**src/rtl/err_pkg.sv**
```systemverilog
// Shared types, default sizing and weight helper for the weighted IR error path.
package err_pkg;

    localparam int NUM_CH_DEF = 8;
    localparam int DATA_W_DEF = 12;
    localparam int ERR_W_DEF  = 16;

    typedef enum logic {
        IDLE,
        ACCUM
    } state_t;

    // Channel pair k (2k, 2k+1) carries weight 2^k.
    function automatic int weight_shift(input int ch);
        return ch / 2;
    endfunction

endpackage

```
**src/rtl/err_sat.sv**
```systemverilog
// Combinational saturation of a signed value into a narrower signed range.
module err_sat #(
    parameter int IN_W  = 17,
    parameter int OUT_W = 16
) (
    input  logic signed [IN_W-1:0]  din,
    output logic signed [OUT_W-1:0] dout
);

    generate
        if (IN_W > OUT_W) begin : g_clip
            localparam int HI_W = IN_W - OUT_W + 1;

            logic [HI_W-1:0] hi;
            logic            fits;

            // In range when all bits above the output sign bit match it.
            always_comb begin
                hi   = din[IN_W-1:OUT_W-1];
                fits = (hi == '0) || (hi == '1);
                if (fits) begin
                    dout = din[OUT_W-1:0];
                end else if (din[IN_W-1]) begin
                    dout = {1'b1, {(OUT_W-1){1'b0}}};
                end else begin
                    dout = {1'b0, {(OUT_W-1){1'b1}}};
                end
            end
        end else begin : g_ext
            assign dout = OUT_W'(din);
        end
    endgenerate

endmodule

```
**src/rtl/err_accum_seq.sv**
```systemverilog
// Sequences NUM_CH IR samples into a signed pair-weighted error,
// saturates it and publishes it with a one-cycle valid pulse.
module err_accum_seq
    import err_pkg::*;
#(
    parameter int NUM_CH = NUM_CH_DEF,
    parameter int DATA_W = DATA_W_DEF,
    parameter int ERR_W  = ERR_W_DEF
) (
    input  logic                      clk,
    input  logic                      rst_n,
    input  logic                      IR_vld,
    input  logic                      smp_vld,
    input  logic [DATA_W-1:0]         ir_data,
    output logic [$clog2(NUM_CH)-1:0] sel,
    output logic                      busy,
    output logic signed [ERR_W-1:0]   err,
    output logic                      err_vld
);

    localparam int CNT_W = $clog2(NUM_CH);
    localparam int ACC_W = DATA_W + NUM_CH / 2 + 1;

    state_t state;
    state_t state_nxt;

    logic [CNT_W-1:0]        cnt;
    logic signed [ACC_W-1:0] acc;
    logic [ACC_W-1:0]        mag;
    logic signed [ACC_W-1:0] sum;
    logic signed [ERR_W-1:0] sat_q;

    logic cnt_last;
    logic clr;
    logic add;
    logic fin;

    assign cnt_last = (cnt == CNT_W'(NUM_CH - 1));

    // Even channels add, odd channels subtract, shift by pair index.
    always_comb begin
        mag = ACC_W'(ir_data) << weight_shift(int'(cnt));
        if (cnt[0]) begin
            sum = acc - $signed(mag);
        end else begin
            sum = acc + $signed(mag);
        end
    end

    err_sat #(
        .IN_W  (ACC_W),
        .OUT_W (ERR_W)
    ) u_sat (
        .din  (sum),
        .dout (sat_q)
    );

    always_ff @(posedge clk or negedge rst_n) begin
        if (!rst_n) begin
            state <= IDLE;
        end else begin
            state <= state_nxt;
        end
    end

    // IR_vld wins over smp_vld, including on the last channel.
    always_comb begin
        state_nxt = state;
        clr       = 1'b0;
        add       = 1'b0;
        fin       = 1'b0;
        unique case (state)
            IDLE: begin
                if (IR_vld) begin
                    state_nxt = ACCUM;
                    clr       = 1'b1;
                end
            end
            ACCUM: begin
                if (IR_vld) begin
                    clr = 1'b1;
                end else if (smp_vld) begin
                    add = 1'b1;
                    if (cnt_last) begin
                        fin       = 1'b1;
                        state_nxt = IDLE;
                    end
                end
            end
            default: begin
                state_nxt = IDLE;
            end
        endcase
    end

    always_ff @(posedge clk or negedge rst_n) begin
        if (!rst_n) begin
            cnt     <= '0;
            acc     <= '0;
            err     <= '0;
            err_vld <= 1'b0;
        end else begin
            err_vld <= fin;
            if (clr) begin
                cnt <= '0;
                acc <= '0;
            end else if (fin) begin
                cnt <= '0;
                acc <= '0;
                err <= sat_q;
            end else if (add) begin
                cnt <= cnt + CNT_W'(1);
                acc <= sum;
            end
        end
    end

    assign sel  = cnt;
    assign busy = (state == ACCUM);

endmodule

```
**config.mk**
```make
export PLATFORM = sky130hd
export DESIGN_NAME = err_accum_seq
export DESIGN_NICKNAME = d
export VERILOG_FILES = /design/src/rtl/err_pkg.sv /design/src/rtl/err_sat.sv /design/src/rtl/err_accum_seq.sv
export SDC_FILE = /design/constraint.sdc
export NUM_CORES = 1
export LEC_CHECK = 0
export CAP_MARGIN = 15
export CORE_MARGIN = 2
export CORE_UTILIZATION = 52
export CTS_BUF_LIST = sky130_fd_sc_hd__clkbuf_4
export DETAILED_ROUTE_END_ITERATION = 10
export GPL_TIMING_DRIVEN = 1
export PLACE_DENSITY_LB_ADDON = 0.1
export SYNTH_ARGS = -nofsm -noshare
export SYNTH_HDL_FRONTEND = slang
export SYNTH_HIERARCHICAL = 1
export SYNTH_SLANG_ARGS = --single-unit
```
**constraint.sdc**
```tcl
create_clock -name clk -period 9.65 [get_ports clk]
set_input_delay 2.895 -clock clk [delete_from_list [all_inputs] [get_ports clk]]
set_output_delay 2.895 -clock clk [all_outputs]
set_load 0.05 [all_outputs]
```
Word-level counts from Yosys, hierarchy flattened
Cells that the tools add are included.
{"block": "op_classes", "add_sub_neg": 3, "mul": 0, "div_mod_pow": 0, "order_cmp": 0, "eq_ne": 2, "shift": 1, "muxes": 21, "n_bitwise": 2, "reduce_logical": 4}
{"cell": "$mux W17", "count": 4}
{"cell": "$mux W16", "count": 2}
{"cell": "$add A17 B17 Y17", "count": 1}
{"cell": "$shl A12 B2 Y17", "count": 1}
{"cell": "$sub A17 B17 Y17", "count": 1}
{"cell": "$mux W1", "count": 11}
{"cell": "$mux W3", "count": 3}
{"cell": "$add A3 B1 Y3 const B", "count": 1}
{"cell": "$eq A3 B3 Y1 const B", "count": 1}
{"cell": "$reduce_bool A3 Y1", "count": 1}
{"cell": "$eq A2 B2 Y1 const B", "count": 1}
{"cell": "$logic_not A2 Y1", "count": 1}
{"cell": "$not A1 Y1", "count": 2}
{"cell": "$pmux W1 S2", "count": 1}
{"cell": "$reduce_and A2 Y1", "count": 1}
{"cell": "$logic_or A1 B1 Y1", "count": 1}
{"block": "totals", "ff_bits": 38, "latchBits": 0, "mem_bits_rw": 0, "rom_bits": 0, "inputBits": 16, "out_inout_bits": 21, "elab_cells": 38, "n_memories": 0}

Depth between registers and ports, before layout
{"block": "depth", "word_depth": 7, "depth_mapped": 25, "mapped_depth_nobuf": 21}

Hierarchy
The synthesis kept the hierarchy.
{"mod": "err_accum_seq", "n_inst": 1, "cells_each": 311, "area_per_inst_um2": 2956.6, "seq_area_each_um2": 950.9}
{"mod": "err_sat", "n_inst": 1, "cells_each": 38, "area_per_inst_um2": 215.2, "seq_area_each_um2": 0.0}

Least setup slack after synthesis
OpenSTA, ideal clock, no wires.
{"block": "synth_timing", "path_type": "in2reg", "start": "input ir_data[1]", "end": "register err[3]", "setup_time_ns": 0.125, "arrival_ns": 6.759, "required_ns": 9.525, "slack_ns": 2.767, "stages": 20, "path_buffers": 2, "path_cell_list": "mux2_2 -> mux2i_1 -> and3_1 -> and3_1 -> and3b_1 -> a31oi_1 -> xnor2_1 -> ha_1 -> nand4_1 -> and2b_1 -> a2111oi_0 -> nor3_1 -> nor2_1 -> xor2_1 -> ha_1 -> buf_6 -> nor2b_4 -> buf_6 -> a21oi_1 -> mux2_2"}
{"block": "synth_between", "elab_chain_len": 6, "elab_cells_between_ends": 9, "cone_classes": "add/sub: 2; eq/ne: 1; shift: 1; mux: 3; reduce/logical: 2"}
{"element": "from (decl)", "line_no": "err_accum_seq.sv:14", "rtl": "input logic [DATA_W-1:0] ir_data,"}
{"element": "$shl A12 B2 Y17 *", "line_no": "err_accum_seq.sv:42", "rtl": "mag = ACC_W'(ir_data) << weight_shift(int'(cnt));"}
{"element": "$add A17 B17 Y17 / $sub A17 B17 Y17 (equally long branches)", "line_no": "err_accum_seq.sv:46, err_accum_seq.sv:44"}
{"element": "$mux W17 *", "line_no": "err_accum_seq.sv:43", "rtl": "if (cnt[0]) begin"}
{"element": "net sum[16]", "line_no": "err_accum_seq.sv:30", "rtl": "logic signed [ACC_W-1:0] sum;"}
{"element": "$eq A2 B2 Y1 / $logic_not A2 Y1 (equally long branches)", "line_no": "err_sat.sv:20", "rtl": "fits = (hi == '0) || (hi == '1);"}
{"element": "$logic_or A1 B1 Y1", "line_no": "err_sat.sv:20"}
{"element": "$mux W16 *", "line_no": "err_sat.sv:21", "rtl": "if (fits) begin"}
{"element": "net sat_q[3]", "line_no": "err_accum_seq.sv:31", "rtl": "logic signed [ERR_W-1:0] sat_q;"}
{"element": "to (signal assigned)", "line_no": "err_accum_seq.sv:110", "rtl": "err <= sat_q;"}
{"element": "to (decl)", "line_no": "err_accum_seq.sv:17", "rtl": "output logic signed [ERR_W-1:0] err,"}
Mark *: on every way through the listed nets, which the timed path passes. The rest lies on a longest branch.
A chain may end at the register's enable or synchronous reset.

Final worst setup path
{"block": "layout_timing", "start": "input ir_data[1]", "end": "register err[5]"}
Same word-level chain as after synthesis.

==> impl_metrics.json <==
{
  "drtPass1Iterations": 4,
  "hold_end": "acc[0]",
  "critPathMaxStageDelay_ns": 0.57,
  "via_per_inst": 5.72,
  "reg2reg_to": "err[5]",
  "die_h_um": 82.1,
  "cts_resized": 0,
  "hpwl_um": 4950,
  "intPower_uw": 411,
  "grt_pass1_wl_um": 11200,
  "path_cells": "clkdlybuf4s50_1 -> mux2i_1 -> nor2_1 -> inv_1 -> ha_1 -> and3_1 -> and3_1 -> and3b_1 -> a31oi_1 -> xnor2_1 -> ha_1 -> nand4_1 -> and2b_1 -> a2111oi_0 -> nor3_1 -> nor2_1 -> xor2_1 -> ha_1 -> nor2b_4 -> a21oi_1 -> mux2_2",
  "pin_count": 37,
  "coreArea_um2": 5920,
  "final_core_util_pct": 61.1,
  "wirelength_um": 6700,
  "r2r_setup_slack_ns": 3.84,
  "seq_area_frac_synth_pct": 30.0,
  "seqCellArea_um2": 951,
  "final_nets": 414,
  "grt_max_degree": 39,
  "place_area_um2": 3510,
  "grt_pass1_vias": 2440,
  "yosysWarnings": 6,
  "syn_area_um2": 3170,
  "yosys_register_bits": 38,
  "hold_ws_ns": 0.495,
  "slew_headroom_pct": 35.8,
  "clock-sinks": 38,
  "io_buffer_count": 36,
  "antenna_found_initial": 0,
  "r2r_start": "sel[2]",
  "path_common_cell": "ha_1",
  "globalplace.congestion": 0.838,
  "die-area_um2": 6740,
  "synthArstFlopShare_pct": 100,
  "wl_per_cell_um": 14.8,
  "hp-class": "reg2reg",
  "root_buffer": "clkbuf_4",
  "timing.critical_path.arrival_ns": 8.00,
  "cts_buffers": 5,
  "final.min_clock_period_ns": 7.76,
  "cts_tree": "yes",
  "fmax_ghz": 0.129,
  "synth.area.top_cells": "dfrtp_1 30%, ha_1 8.3%, mux2_2 8.2%",
  "min_path_cells": 2,
  "cp-end-kind": "flop",
  "start_util_pct": 53.6,
  "pwr_density_cell_nw_per_um2": 190,
  "cp_slowest_cell": "clkdlybuf4s50_1",
  "start_kind": "primary input",
  "critical_path_class": "in2reg",
  "clkSlewWorstSetupHoldPaths_ns": 0.12,
  "synth-edff-count": 0,
  "synth_nets": 387,
  "switchingPower_uw": 277,
  "path_max_fanout": 16,
  "syn_to_final_growth_pct": 14.0,
  "final.fill_count": 526,
  "vias": 2587,
  "setup_viol": 0,
  "die_w_um": 82.1,
  "synthTopCellsByCount": "38 x dfrtp_1, 33 x a21oi_1, 27 x inv_1, 27 x nand2_1, 23 x mux2_2",
  "ys_types": 60,
  "cts_setup_buffers": 0,
  "hold_buffers": 0,
  "diodes": 0,
  "ir_drop_uv": 113,
  "p_clk_share_pct": 19.6,
  "grt_remaining_overflow": 0,
  "multi_input_area_um2": 2000,
  "postLayoutCellArea_um2": 3610,
  "path_buf_inv": 2,
  "clkLatencyLatePin_ns": 0.34,
  "critPathTopFamily": "simple AND/OR/NAND/NOR gates",
  "synth_top_area_share_pct": 30.0,
  "htreeDepth": 2,
  "min-delay-start": "acc[0]",
  "p_leak_nw": 1.75,
  "synth_flop_cell": "dfrtp_1",
  "maxCapViolCount": 0,
  "grt_use_total_pct": 21.2,
  "cp.required_ns": 9.89,
  "period_share_pct": 80.4,
  "rsz0062_at_grt": "false",
  "power_frac_comb_pct": 51.7,
  "status": "finished, final reports clean",
  "avgSynthCellArea_um2": 9.09,
  "r2r_cells": 19,
  "cts.path.max_buffers": 2,
  "yosysMostFrequentCell": "dfrtp_1",
  "power_switching_share_pct": 40.3,
  "ant_nets": 0,
  "route.detailed.drc": 0,
  "row_count": 28,
  "fin_setup_tns_ns": 0,
  "clock_skew_ns": 0.00317,
  "drt_iter0_drc": 109,
  "tightestPinTransition_ns": 0.962,
  "slew_viol_final": 0,
  "drive_gt1_share_pct": 12.7,
  "seq_power_share_pct": 28.7,
  "yosysTopAreaCell": "dfrtp_1",
  "hold_viol": 0,
  "syn_inst": 349
}
[how the worst max path moves through the flow]
stage / from / endpoint / slack [ns] / cells past startpoint
2_1_floorplan: ir_data[1] / err[3] / 2.77 / 20
3_3_place_gp: ir_data[1] / err[1] / 1.73 / 21
3_5_place_dp: ir_data[1] / err[5] / 1.59 / 21
4_1_cts: ir_data[1] / err[5] / 1.92 / 21
5_1_grt: ir_data[1] / err[1] / 1.49 / 21
6_report: ir_data[1] / err[5] / 1.89 / 21
[through the flow]
stage	power (mW)	std cells	worst slack, ns
floorplan	0.484	349	2.77
global route	0.743	452	1.49
CTS	0.690	452	1.92
finish	0.687	452	1.89
detailed placement	0.552	444	1.59
global placement	0.548	444	1.73
[power groups by stage]
| stage | logic, mW | clock network [mW] | registers, mW |
|---|---|---|---|
| 2_1_floorplan | 0.288 | 0 | 0.196 |
| 3_3_place_gp | 0.349 | 0 | 0.200 |
| 3_5_place_dp | 0.352 | 0 | 0.200 |
| 4_1_cts | 0.355 | 0.138 | 0.197 |
| 5_1_grt | 0.400 | 0.144 | 0.200 |
| 6_report | 0.355 | 0.135 | 0.197 |
[state kept, by name (all words and copies together), names as in the netlist]
register,flops
acc,17
sel,3
busy,1
err,16
err_vld,1
[cells by family after synthesis]
| family | synth area share, % |
|---|---|
| compound gates | 21.2 |
| xor+xnor | 7.73 |
| fa+ha+maj | 8.92 |
| buf+inv | 6.94 |
| flops | 30.0 |
| mux | 10.8 |
| simple gates | 14.4 |
[cells in the final DEF, fill, tap and decap left out, types with 7 or more instances in the layout]
cell type / Yosys / routed
a21o_1: 7 / 7
a21oi_1: 33 / 32
a22o_1: 14 / 14
clkdlybuf4s50_1: 0 / 35
dfrtp_1: 38 / 38
ha_1: 21 / 21
inv_1: 27 / 27
mux2_2: 23 / 23
nand2_1: 27 / 27
nor2_1: 18 / 18
o21ai_0: 16 / 16
xnor2_1: 10 / 10
xor2_1: 18 / 18
[worst min-delay path: cells and delay by family, from the launching register on]
| kind | cells | cell delay, ns |
|---|---|---|
| compound gates | 1 | 0.06 |
| flops | 1 | 0.36 |
| simple gates | 1 | 0.04 |
[per-layer routing]
layer | vias to the layer above | track usage (%) | wire length, um | part of all wire (%)
met4 | 0 | 4.67 | 61 | 0.91
li1 | 1299 | - | - | -
met5 | - | 0 | 0 | 0
met1 | 1225 | 30.2 | 3390 | 51
met2 | 58 | 34.0 | 3000 | 45
met3 | 5 | 3.48 | 245 | 3.7
[cell type report]
class,count,area share (%)
Clock buffer,5,1.04
Clock inverter,3,1.77
Inverter,27,2.80
Multi-Input combinational cell,267,55.5
Sequential cell,38,26.3
Tap cell,75,2.60
Timing Repair Buffer,37,10.0
Note: power is estimated with default switching activity, not from simulation.
